<file path="src/rtl/display_capture_pkg.sv">
// Shared constants for the 7-segment display capture: glyph table, dec_cat bit positions, FSM states.
// Optional error counter is enabled by DISP_CAP_ERR_CNT_EN (see display_capture_if / display_capture).
package display_capture_pkg;

  // Active-low {a,b,c,d,e,f,g} segment patterns
  localparam logic [6:0] SEG_0     = 7'b0000001;
  localparam logic [6:0] SEG_1     = 7'b1001111;
  localparam logic [6:0] SEG_2     = 7'b0010010;
  localparam logic [6:0] SEG_3     = 7'b0000110;
  localparam logic [6:0] SEG_4     = 7'b1001100;
  localparam logic [6:0] SEG_5     = 7'b0100100;
  localparam logic [6:0] SEG_6     = 7'b0100000;
  localparam logic [6:0] SEG_7     = 7'b0001111;
  localparam logic [6:0] SEG_8     = 7'b0000000;
  localparam logic [6:0] SEG_9     = 7'b0000100;
  localparam logic [6:0] SEG_A     = 7'b0001000;
  localparam logic [6:0] SEG_B     = 7'b1100000;
  localparam logic [6:0] SEG_C     = 7'b0110001;
  localparam logic [6:0] SEG_D     = 7'b1000010;
  localparam logic [6:0] SEG_E     = 7'b0110000;
  localparam logic [6:0] SEG_F     = 7'b0111000;
  localparam logic [6:0] SEG_BLANK = 7'b1111111;

  localparam int CAT_DP_BIT  = 0;
  localparam int CAT_SEG_LSB = 1;
  localparam int CAT_SEG_MSB = 7;

  typedef enum logic [1:0] {
    DC_IDLE     = 2'd0,
    DC_SETTLE   = 2'd1,
    DC_CAPTURED = 2'd2
  } dc_state_t;

  typedef enum logic [1:0] {
    AN_BLANK = 2'd0,
    AN_DIGIT = 2'd1,
    AN_MULTI = 2'd2
  } an_class_t;

  function automatic logic [6:0] seg_glyph(input logic [3:0] v);
    logic [6:0] g;
    case (v)
      4'h0: g = SEG_0;
      4'h1: g = SEG_1;
      4'h2: g = SEG_2;
      4'h3: g = SEG_3;
      4'h4: g = SEG_4;
      4'h5: g = SEG_5;
      4'h6: g = SEG_6;
      4'h7: g = SEG_7;
      4'h8: g = SEG_8;
      4'h9: g = SEG_9;
      4'hA: g = SEG_A;
      4'hB: g = SEG_B;
      4'hC: g = SEG_C;
      4'hD: g = SEG_D;
      4'hE: g = SEG_E;
      default: g = SEG_F;
    endcase
    return g;
  endfunction

endpackage

</file>
<file path="src/rtl/display_capture_if.sv">
// Display bus (an/dec_cat) plus the reconstructed digit state reported by the capture block.
// err_cnt exists only when DISP_CAP_ERR_CNT_EN is defined.
interface display_capture_if;
  logic [7:0]  an;
  logic [7:0]  dec_cat;
  logic [31:0] digit_val;
  logic [7:0]  digit_on;
  logic [7:0]  digit_dp;
  logic        frame_done;
  logic        pattern_err;
  logic        multi_an_err;
  logic        locked;
`ifdef DISP_CAP_ERR_CNT_EN
  logic [7:0]  err_cnt;
`endif

  modport master (
    output an, dec_cat,
    input  digit_val, digit_on, digit_dp, frame_done, pattern_err, multi_an_err, locked
`ifdef DISP_CAP_ERR_CNT_EN
    , input err_cnt
`endif
  );

  modport slave (
    input  an, dec_cat,
    output digit_val, digit_on, digit_dp, frame_done, pattern_err, multi_an_err, locked
`ifdef DISP_CAP_ERR_CNT_EN
    , output err_cnt
`endif
  );
endinterface

</file>
<file path="src/rtl/display_capture_seg_decoder.sv">
// Combinational 7-segment glyph decoder: active-low {a..g} -> {valid, blank, hex value}.
// Reusable wherever a captured segment pattern has to be turned back into a nibble.
module display_capture_seg_decoder
  import display_capture_pkg::*;
(
  input  logic [6:0] seg,
  output logic       valid,
  output logic       blank,
  output logic [3:0] val
);

  logic [15:0] match;

  genvar gi;
  generate
    for (gi = 0; gi < 16; gi++) begin : g_glyph
      assign match[gi] = (seg == seg_glyph(4'(gi)));
    end
  endgenerate

  // Glyphs are unique, so at most one match bit is set
  always_comb begin
    val = 4'h0;
    for (int i = 0; i < 16; i++) begin
      if (match[i]) val = 4'(i);
    end
  end

  assign valid = |match;
  assign blank = (seg == SEG_BLANK);

endmodule

</file>
<file path="src/rtl/display_capture.sv">
// Rebuilds 8 digit values / blank / dp flags from a scanned 7-segment bus, flags bad scans, reports lock.
// Define DISP_CAP_ERR_CNT_EN to add the saturating err_cnt output.
module display_capture
  import display_capture_pkg::*;
#(
  parameter int SETTLE_CYCLES = 4,
  parameter int LOCK_FRAMES   = 2
) (
  input  logic            clock,
  input  logic            reset,
  display_capture_if.slave bus
);

  localparam int               CNT_W    = (SETTLE_CYCLES > 1) ? $clog2(SETTLE_CYCLES) : 1;
  localparam logic [CNT_W-1:0] CNT_LAST = CNT_W'(SETTLE_CYCLES - 1);
  localparam logic [3:0]       LOCK_MAX = 4'(LOCK_FRAMES);

  logic [7:0]       an_reg, cat_reg, an_prev_reg, cat_prev_reg;
  dc_state_t        state_reg, state_next;
  logic [CNT_W-1:0] cnt_reg, cnt_next;
  logic [7:0]       visited_reg, visited_next;
  logic [3:0]       frame_cnt_reg, frame_cnt_next;
  logic             frame_done_reg, frame_done_next;
  logic             pattern_err_reg, multi_err_reg;

  an_class_t  an_class;
  logic [2:0] an_idx;
  logic       all_changed, an_changed;
  logic       sample_en, multi_hit, pattern_hit, err_hit;
  logic [7:0] mask_set;
  logic       dec_valid, dec_blank;
  logic [3:0] dec_val;

  // Input registers; the "previous" copy lets us see changes on the registered bus.
  // Reset loads the idle (all-off) bus level so reset release is not seen as a multi-anode event.
  always_ff @(posedge clock or posedge reset) begin
    if (reset) begin
      an_reg       <= 8'hFF;
      cat_reg      <= 8'hFF;
      an_prev_reg  <= 8'hFF;
      cat_prev_reg <= 8'hFF;
    end else begin
      an_reg       <= bus.an;
      cat_reg      <= bus.dec_cat;
      an_prev_reg  <= an_reg;
      cat_prev_reg <= cat_reg;
    end
  end

  always_comb begin
    an_idx = 3'd0;
    for (int i = 0; i < 8; i++) begin
      if (!an_reg[i]) an_idx = 3'(i);
    end
    if (an_reg == 8'hFF)        an_class = AN_BLANK;
    else if ($onehot(~an_reg))  an_class = AN_DIGIT;
    else                        an_class = AN_MULTI;
  end

  assign all_changed = ({an_reg, cat_reg} != {an_prev_reg, cat_prev_reg});
  assign an_changed  = (an_reg != an_prev_reg);

  display_capture_seg_decoder u_dec (
    .seg   (cat_reg[CAT_SEG_MSB:CAT_SEG_LSB]),
    .valid (dec_valid),
    .blank (dec_blank),
    .val   (dec_val)
  );

  always_ff @(posedge clock or posedge reset) begin
    if (reset) begin
      state_reg <= DC_IDLE;
      cnt_reg   <= '0;
    end else begin
      state_reg <= state_next;
      cnt_reg   <= cnt_next;
    end
  end

  always_comb begin
    state_next = state_reg;
    cnt_next   = cnt_reg;
    sample_en  = 1'b0;
    multi_hit  = 1'b0;
    case (state_reg)
      DC_IDLE: begin
        // A held multi-anode pattern reports once, on the cycle it appears
        if (an_class == AN_DIGIT) begin
          state_next = DC_SETTLE;
          cnt_next   = '0;
        end else if (an_class == AN_MULTI && an_changed) begin
          multi_hit = 1'b1;
        end
      end
      DC_SETTLE: begin
        if (all_changed) begin
          cnt_next = '0;
          if (an_class == AN_BLANK) begin
            state_next = DC_IDLE;
          end else if (an_class == AN_MULTI) begin
            multi_hit  = 1'b1;
            state_next = DC_IDLE;
          end
        end else if (cnt_reg == CNT_LAST) begin
          sample_en  = 1'b1;
          state_next = DC_CAPTURED;
        end else begin
          cnt_next = cnt_reg + 1'b1;
        end
      end
      DC_CAPTURED: begin
        if (an_changed) begin
          cnt_next = '0;
          if (an_class == AN_DIGIT) begin
            state_next = DC_SETTLE;
          end else if (an_class == AN_MULTI) begin
            multi_hit  = 1'b1;
            state_next = DC_IDLE;
          end else begin
            state_next = DC_IDLE;
          end
        end
      end
      default: begin
        state_next = DC_IDLE;
        cnt_next   = '0;
      end
    endcase
  end

  assign pattern_hit = sample_en && !dec_valid && !dec_blank;
  assign err_hit     = pattern_hit || multi_hit;
  assign mask_set    = visited_reg | (sample_en ? (8'b1 << an_idx) : 8'h00);

  // Errors take priority over frame completion in the same cycle
  always_comb begin
    visited_next    = mask_set;
    frame_cnt_next  = frame_cnt_reg;
    frame_done_next = 1'b0;
    if (err_hit) begin
      visited_next   = 8'h00;
      frame_cnt_next = 4'd0;
    end else if (mask_set == 8'hFF) begin
      visited_next    = 8'h00;
      frame_done_next = 1'b1;
      if (frame_cnt_reg != LOCK_MAX) frame_cnt_next = frame_cnt_reg + 4'd1;
    end
  end

  always_ff @(posedge clock or posedge reset) begin
    if (reset) begin
      visited_reg     <= 8'h00;
      frame_cnt_reg   <= 4'd0;
      frame_done_reg  <= 1'b0;
      pattern_err_reg <= 1'b0;
      multi_err_reg   <= 1'b0;
    end else begin
      visited_reg     <= visited_next;
      frame_cnt_reg   <= frame_cnt_next;
      frame_done_reg  <= frame_done_next;
      pattern_err_reg <= pattern_hit;
      multi_err_reg   <= multi_hit;
    end
  end

  genvar gi;
  generate
    for (gi = 0; gi < 8; gi++) begin : g_digit
      logic [3:0] val_reg;
      logic       on_reg;
      logic       dp_reg;
      logic       hit;

      assign hit = sample_en && (an_idx == 3'(gi));

      always_ff @(posedge clock or posedge reset) begin
        if (reset) begin
          val_reg <= 4'h0;
          on_reg  <= 1'b0;
          dp_reg  <= 1'b0;
        end else if (hit) begin
          dp_reg <= ~cat_reg[CAT_DP_BIT];
          if (dec_blank) begin
            on_reg <= 1'b0;
          end else if (dec_valid) begin
            on_reg  <= 1'b1;
            val_reg <= dec_val;
          end
        end
      end

      assign bus.digit_val[gi*4 +: 4] = val_reg;
      assign bus.digit_on[gi]         = on_reg;
      assign bus.digit_dp[gi]         = dp_reg;
    end
  endgenerate

`ifdef DISP_CAP_ERR_CNT_EN
  logic [7:0] err_cnt_reg;

  always_ff @(posedge clock or posedge reset) begin
    if (reset) begin
      err_cnt_reg <= 8'h00;
    end else if (err_hit && err_cnt_reg != 8'hFF) begin
      err_cnt_reg <= err_cnt_reg + 8'd1;
    end
  end

  assign bus.err_cnt = err_cnt_reg;
`endif

  assign bus.frame_done   = frame_done_reg;
  assign bus.pattern_err  = pattern_err_reg;
  assign bus.multi_an_err = multi_err_reg;
  assign bus.locked       = (frame_cnt_reg == LOCK_MAX);

endmodule

</file>
<file path="src/flat_wrapper.sv">
// flat-port wrapper written by rule: the top's interface ports become plain ports
module display_capture_flat import display_capture_pkg::*;
#(
  parameter int SETTLE_CYCLES = 4,
  parameter int LOCK_FRAMES   = 2
)
  (clock, reset, bus_an, bus_dec_cat, bus_digit_val, bus_digit_on, bus_digit_dp, bus_frame_done, bus_pattern_err, bus_multi_an_err, bus_locked);
  display_capture_if bus_i ();
  input  logic clock;
  input  logic reset;
  input wire logic [$bits(bus_i.an)-1:0] bus_an;
  input wire logic [$bits(bus_i.dec_cat)-1:0] bus_dec_cat;
  output wire logic [$bits(bus_i.digit_val)-1:0] bus_digit_val;
  output wire logic [$bits(bus_i.digit_on)-1:0] bus_digit_on;
  output wire logic [$bits(bus_i.digit_dp)-1:0] bus_digit_dp;
  output wire logic [$bits(bus_i.frame_done)-1:0] bus_frame_done;
  output wire logic [$bits(bus_i.pattern_err)-1:0] bus_pattern_err;
  output wire logic [$bits(bus_i.multi_an_err)-1:0] bus_multi_an_err;
  output wire logic [$bits(bus_i.locked)-1:0] bus_locked;
  assign bus_i.an = bus_an;
  assign bus_i.dec_cat = bus_dec_cat;
  assign bus_digit_val = bus_i.digit_val;
  assign bus_digit_on = bus_i.digit_on;
  assign bus_digit_dp = bus_i.digit_dp;
  assign bus_frame_done = bus_i.frame_done;
  assign bus_pattern_err = bus_i.pattern_err;
  assign bus_multi_an_err = bus_i.multi_an_err;
  assign bus_locked = bus_i.locked;
  display_capture #(.SETTLE_CYCLES(SETTLE_CYCLES), .LOCK_FRAMES(LOCK_FRAMES)) u_core (.clock(clock), .reset(reset), .bus(bus_i));
endmodule
</file>
<file path="config.mk">
export PLATFORM = sky130hd
export DESIGN_NAME = display_capture_flat
export DESIGN_NICKNAME = d
export VERILOG_FILES = /design/src/rtl/display_capture_pkg.sv /design/src/rtl/display_capture_if.sv /design/src/rtl/display_capture_seg_decoder.sv /design/src/rtl/display_capture.sv /design/src/flat_wrapper.sv
export SDC_FILE = /design/constraint.sdc
export NUM_CORES = 1
export LEC_CHECK = 0
export ABC_AREA = 1
export BUFFER_PORTS_ARGS = -buffer_cell sky130_fd_sc_hd__buf_2
export CORE_ASPECT_RATIO = 0.75
export CORE_MARGIN = 8
export CORE_UTILIZATION = 57
export DETAILED_ROUTE_END_ITERATION = 6
export PLACE_DENSITY = 0.84
export REMOVE_ABC_BUFFERS = 1
export SYNTH_ARGS = -nofsm -noshare
export SYNTH_HDL_FRONTEND = slang
export SYNTH_SLANG_ARGS = --single-unit
</file>
<file path="constraint.sdc">
create_clock -name clock -period 5 [get_ports clock]
set_clock_uncertainty 0.05 [all_clocks]
set_input_delay 1 -clock clock [delete_from_list [all_inputs] [get_ports clock]]
set_output_delay 1 -clock clock [all_outputs]
set_load 0.005 [all_outputs]
</file>
==> results.sh, run 1 <==
export IMPL_grt_use_total_pct=19.7
export IMPL_nFillCells=660
export IMPL_design_core_area_um2=8420
export IMPL_finalHoldViolCount=0
export IMPL_seq_area_frac_synth_pct=51.3
export IMPL_ys_warn_count=0
export IMPL_clk_latency_ns=0.35
export IMPL_power_frac_comb_pct=14.6
export IMPL_clockBufferDepth=2
export IMPL_grt_pass1_vias=3890
export IMPL_maxSlewHeadroom_pct=37.7
export IMPL_cts_sinks=99
export IMPL_critPathKind="register to register"
export IMPL_fmax_ghz=0.245
export IMPL_worst_pin_slew_ns=0.935
export IMPL_dieArea_um2=11900
export IMPL_run_status="completed"
export IMPL_io_pins=70
export IMPL_cap_violations=0
export IMPL_wl_per_cell_um=14.5
export IMPL_setup_tns_ns=0
export IMPL_p_clk_share_pct=38.4
export IMPL_hold_depth=0
export IMPL_cts_root_buffer="clkbuf_16"
export IMPL_initial_utilization_pct=58.2
export IMPL_swShare_pct=28.4
export IMPL_required_ns=5.19
export IMPL_layout_cells_non_filler=744
export IMPL_crit_buf_inv=3
export IMPL_grt_pass1_wl_um=18300
export IMPL_antenna_cells=0
export IMPL_p_leak_nw=2.93
export IMPL_cts_made_buffers=9
export IMPL_dpl_hpwl_um=8030
export IMPL_routed_via_count=3868
export IMPL_netlist_top_cells_area="dfrtp_1 34%, dfstp_2 17%, nand2_1 13%"
export IMPL_critPathCaptureType="register"
export IMPL_post_cts_resized=0
export IMPL_power_switching_w=0.000525
export IMPL_synth_area_um2=4900
export IMPL_io_buffers=69
export IMPL_synth_top_area_share_pct=34.2
export IMPL_p_int_w=0.00132
export IMPL_drcViolationCount=0
export IMPL_wl_um=10800
export IMPL_ant_nets=0
export IMPL_die_w_um=123
export IMPL_ys_flop_type="dfrtp_1"
export IMPL_finalMaxSlewViolations=0
export IMPL_synth_distinct_cells=39
export IMPL_placed_cells=728
export IMPL_drive_above_1_share_pct=24.8
export IMPL_cts_tree="done"
export IMPL_reg2reg_depth=14
export IMPL_htree_levels=3
export IMPL_grt_max_degree=81
export IMPL_period_minus_slack_ns=4.08
export IMPL_worstPathArrival_ns=4.27
export IMPL_ys_top_cells_by_count="169 x nand2_1, 67 x dfrtp_1, 67 x inv_1"
export IMPL_cts_setup_buffers=0
export IMPL_antenna_found_initial=0
export IMPL_dr_pass1_iters=5
export IMPL_overflow=0
export IMPL_total_power_w=0.00185
export IMPL_die_y_um=96.3
export IMPL_postCtsHoldBufs=0
export IMPL_crit_slowest_cell="dfstp_2"
export IMPL_layout_nets=666
export IMPL_seqPwrFrac_pct=47.0
export IMPL_area_delta_synth_final_pct=13.1
export IMPL_cp_top_family="adder cells"
export IMPL_crit_chain="inv_1 > ha_1 > fa_1 > inv_1 > fa_1 > inv_1 > ha_1 > fa_1 > nor4_1 > nand2_1 > o21ai_0 > a21oi_1 > or2_2 > a32o_1"
export IMPL_vias_per_cell=5.20
export IMPL_holdWs_ns=0.338
export IMPL_yosysTopAreaCell="dfrtp_1"
export IMPL_path_max_fanout=7
export IMPL_peakVddDrop_mv=0.227
export IMPL_ys_ff_latch=99
export IMPL_rsz0062_at_grt="false"
export IMPL_powerDensity_nw_per_um2=333
export IMPL_syn_area_per_cell_um2=8.59
export IMPL_rows=29
export IMPL_post_route_period_util_pct=81.6
export IMPL_async_reset_ff_share_pct=100
export IMPL_path_depth=14
export IMPL_routabilityCongestion=0.928
export IMPL_synth_edf_count=0
export IMPL_final_cell_area_um2=5550
export IMPL_largest_reg_flops=32
export IMPL_finalSetupViolations=0
export IMPL_synth_most_common_cell="nand2_1"
export IMPL_critPathLaunchType="register"
export IMPL_hp_class="register to register"
export IMPL_syn_inst=571
export IMPL_dpl_cell_area_um2=5240
export IMPL_clk_pin_slew_ns=0.07
export IMPL_drt_initial_drc_count=266
export IMPL_cpPeakStageDelay_ns=0.59
-- worst paths after layout --
path                                           endpoint              from  slack [ns]
max reg2reg                           u_core.cnt_reg[1]  u_core.an_reg[6]        0.92
min in group asynchronous  u_core.g_digit[3].val_reg[0]             reset        0.80
min                               u_core.an_prev_reg[0]  u_core.an_reg[0]        0.34
max in group asynchronous              u_core.an_reg[7]             reset        3.24
min reg2reg                       u_core.an_prev_reg[0]  u_core.an_reg[0]        0.34
max                                   u_core.cnt_reg[1]  u_core.an_reg[6]        0.92
-- power groups by stage --
stage	combinational [W]	sequential, W	clock (W)
3_3_place_gp	0.000254	0.000880	0
6_report	0.000271	0.000869	0.000710
5_1_grt	0.000311	0.000873	0.000755
3_5_place_dp	0.000267	0.000882	0
2_1_floorplan	0.000203	0.000876	0
4_1_cts	0.000272	0.000868	0.000725
-- cells in the final DEF (no fill, tap or decap), types with 2 or more instances in the layout --
cell	synthesis	layout
nand2_1	169	169
buf_2	0	69
dfrtp_1	67	67
inv_1	67	66
nor2_1	50	50
o21ai_0	45	45
dfstp_2	32	32
nand3_1	18	18
ha_1	13	13
a21oi_1	11	11
nand4_1	10	10
inv_2	9	9
clkbuf_16	0	9
nand2_2	8	8
nor2_4	7	7
xnor2_1	6	6
nor2_2	5	5
o21ai_1	5	5
fa_1	4	4
nand3_2	3	3
o211ai_1	3	3
nor3_2	2	2
-- layout make-up --
class	count	area, um2	area share, %
sequential	99	2520	45.4
multi-input combinational	375	1940	35.0
timing repair buffer	70	353	6.36
inverter	76	288	5.19
clock buffer	9	225	4.06
tap	108	135	2.44
clock inverter	7	86.3	1.56
-- routing by layer --
metal	track usage [%]	vias up	share of wire, %
met4	5.99	0	1.5
met1	25.4	1832	46
met2	31.6	124	45
met3	5.98	14	7.2
met5	0	-	0
li1	-	1898	-
-- cells by family (layout without fill, tap and decap cells) --
group / Yosys count / after routing / share of synthesized area [%]
adders and majority gates: 17 / 17 / 4.95
xor gates and xnor gates: 7 / 7 / 1.25
buffers and inverters: 97 / 162 / 9.03
DFF: 99 / 99 / 51.3
AOI/OAI and AO/OA: 71 / 71 / 7.88
and+or+nand+nor: 280 / 280 / 25.5
-- metrics by stage --
step / worst slack (ns) / utilization, %
final: 0.922 / 65.9
after floorplan: 1.20 / -
after global placement: 1.08 / 62.2
after CTS: 0.909 / 65.9
after detailed placement: 0.920 / 62.2
after global routing: 0.706 / 65.9
Power figures use the tool's default switching activity.
==> run 2: changes to the inputs <==
Clock period 5 ns to 3.81 ns, I/O delays scaled along.
==> results.sh, run 2 (same netlist as run 1, synthesis figures left out) <==
export IMPL_run_status="completed"
export IMPL_antenna_found_initial=0
export IMPL_grt_use_total_pct=19.7
export IMPL_dpl_hpwl_um=8060
export IMPL_grt_pass1_vias=3917
export IMPL_cts_made_buffers=9
export IMPL_io_buffers=69
export IMPL_worst_pin_slew_ns=0.794
export IMPL_clk_latency_ns=0.34
export IMPL_grt_max_degree=67
export IMPL_multi_input_area_um2=2050
export IMPL_dieArea_um2=11900
export IMPL_largest_reg_flops=32
export IMPL_clockBufferDepth=2
export IMPL_finalSetupViolations=0
export IMPL_p_leak_nw=3.01
export IMPL_overflow=0
export IMPL_grt_pass1_wl_um=18500
export IMPL_ant_nets=0
export IMPL_critPathLaunchType="register"
export IMPL_cp_top_family="adder cells"
export IMPL_cts_tree="done"
export IMPL_powerDensity_nw_per_um2=444
export IMPL_critPathKind="register to register"
export IMPL_crit_buf_inv=3
export IMPL_die_w_um=123
export IMPL_drt_initial_drc_count=215
export IMPL_cts_root_buffer="clkbuf_16"
export IMPL_antenna_cells=0
export IMPL_dr_pass1_iters=5
export IMPL_nFillCells=648
export IMPL_cap_violations=0
export IMPL_wl_per_cell_um=14.9
export IMPL_layout_nets=679
export IMPL_worstPathArrival_ns=3.93
export IMPL_finalMaxSlewViolations=0
export IMPL_busiest_layer="met2"
export IMPL_initial_utilization_pct=58.2
export IMPL_routed_via_count=3973
export IMPL_fmax_ghz=0.267
export IMPL_vias_per_cell=5.25
export IMPL_period_minus_slack_ns=3.75
export IMPL_drive_above_1_share_pct=29.7
export IMPL_design_core_area_um2=8420
export IMPL_worst_slack_ns=0.0639
export IMPL_cpPeakStageDelay_ns=0.54
export IMPL_area_delta_synth_final_pct=17.5
export IMPL_rows=29
export IMPL_grt_use_met2_pct=33.2
export IMPL_grt_use_met1_pct=24.6
export IMPL_seqCellArea_um2=2520
export IMPL_hp_class="register to register"
export IMPL_clk_pin_slew_ns=0.07
export IMPL_critical_path_top_cell_by_count="fa_1"
export IMPL_critPathCaptureType="register"
export IMPL_crit_chain="inv_2 > ha_4 > fa_1 > inv_1 > fa_1 > inv_1 > ha_2 > fa_1 > nor4_4 > nand2_2 > o21ai_2 > a21oi_2 > or2_4 > a32o_1"
export IMPL_peakVddDrop_mv=0.260
export IMPL_postCtsHoldBufs=0
export IMPL_routabilityCongestion=0.914
export IMPL_wl_um=11300
export IMPL_layout_common_cells="167 x nand2_1, 69 x buf_2, 67 x dfrtp_1"
export IMPL_rsz0062_at_grt="true"
export IMPL_placed_cells=738
export IMPL_drcViolationCount=0
export IMPL_cts_sinks=99
export IMPL_finalHoldViolCount=0
export IMPL_maxSlewHeadroom_pct=47.1
export IMPL_crit_slowest_cell="dfstp_2"
export IMPL_htree_levels=3
export IMPL_layout_cells_non_filler=757
export IMPL_required_ns=3.99
export IMPL_dp_slack_ns=-0.104
export IMPL_die_y_um=96.3
export IMPL_met3_usage_pct=5.04
export IMPL_path_max_fanout=3
export IMPL_io_pins=70
export IMPL_post_route_period_util_pct=98.3
export IMPL_mostFrequentLayoutCell="nand2_1"
-- run 2: routing by layer --
| metal | wire length, um | part of all wire, % |
|---|---|---|
| met1 | 4960 | 44 |
| met2 | 5430 | 48 |
| met3 | 734 | 6.5 |
| met4 | 184 | 1.6 |
| met5 | 0 | 0 |
-- run 2: per-stage QoR --
stage,area (um2),hold WS [ns],utilization [%],setup TNS (ns),power (W)
final,5760,0.338,68.5,0,0.00256
after global routing,5760,0.346,68.5,-0.674,0.00267
after CTS,5660,0.341,67.2,0,0.00248
after detailed placement,5310,0.328,63.1,-0.179,0.00151
after global placement,5310,0.326,63.1,-0.0190,0.00149
after floorplan,4750,0.319,-,0,0.00141
-- run 2: path summary, 6_finish.rpt --
kind	slack, ns	cells past startpoint	startpoint	end
min in group asynchronous	0.54	2	reset	u_core.g_digit[5].on_reg
min reg2reg	0.34	0	u_core.an_reg[0]	u_core.an_prev_reg[0]
max in group asynchronous	2.36	3	reset	u_core.an_reg[4]
min	0.34	0	u_core.an_reg[0]	u_core.an_prev_reg[0]
max	0.06	14	u_core.an_reg[5]	u_core.cnt_reg[1]
max reg2reg	0.06	14	u_core.an_reg[5]	u_core.cnt_reg[1]
-- run 2: repair_timing --
action,in CTS,in global routing
setup buffers,0,3
endpoints found under the hold margin,0,0
gates resized for setup,9,24
setup endpoints to repair,3,16
pin swaps,7,10
-- run 2: cell type report --
type                            instances  share of cell area, %
Multi-Input combinational cell        375                   35.5
Clock inverter                          7                   1.56
Tap cell                              108                   2.34
Sequential cell                        99                   43.7
Timing Repair Buffer                   83                   8.01
Clock buffer                            9                   3.91
Inverter                               76                   4.99
-- run 2: power by group --
group / internal (W) / switching (W)
clock: 0.000528 / 0.000432
combinational: 0.000180 / 0.000286
sequential: 0.00110 / 0.0000338
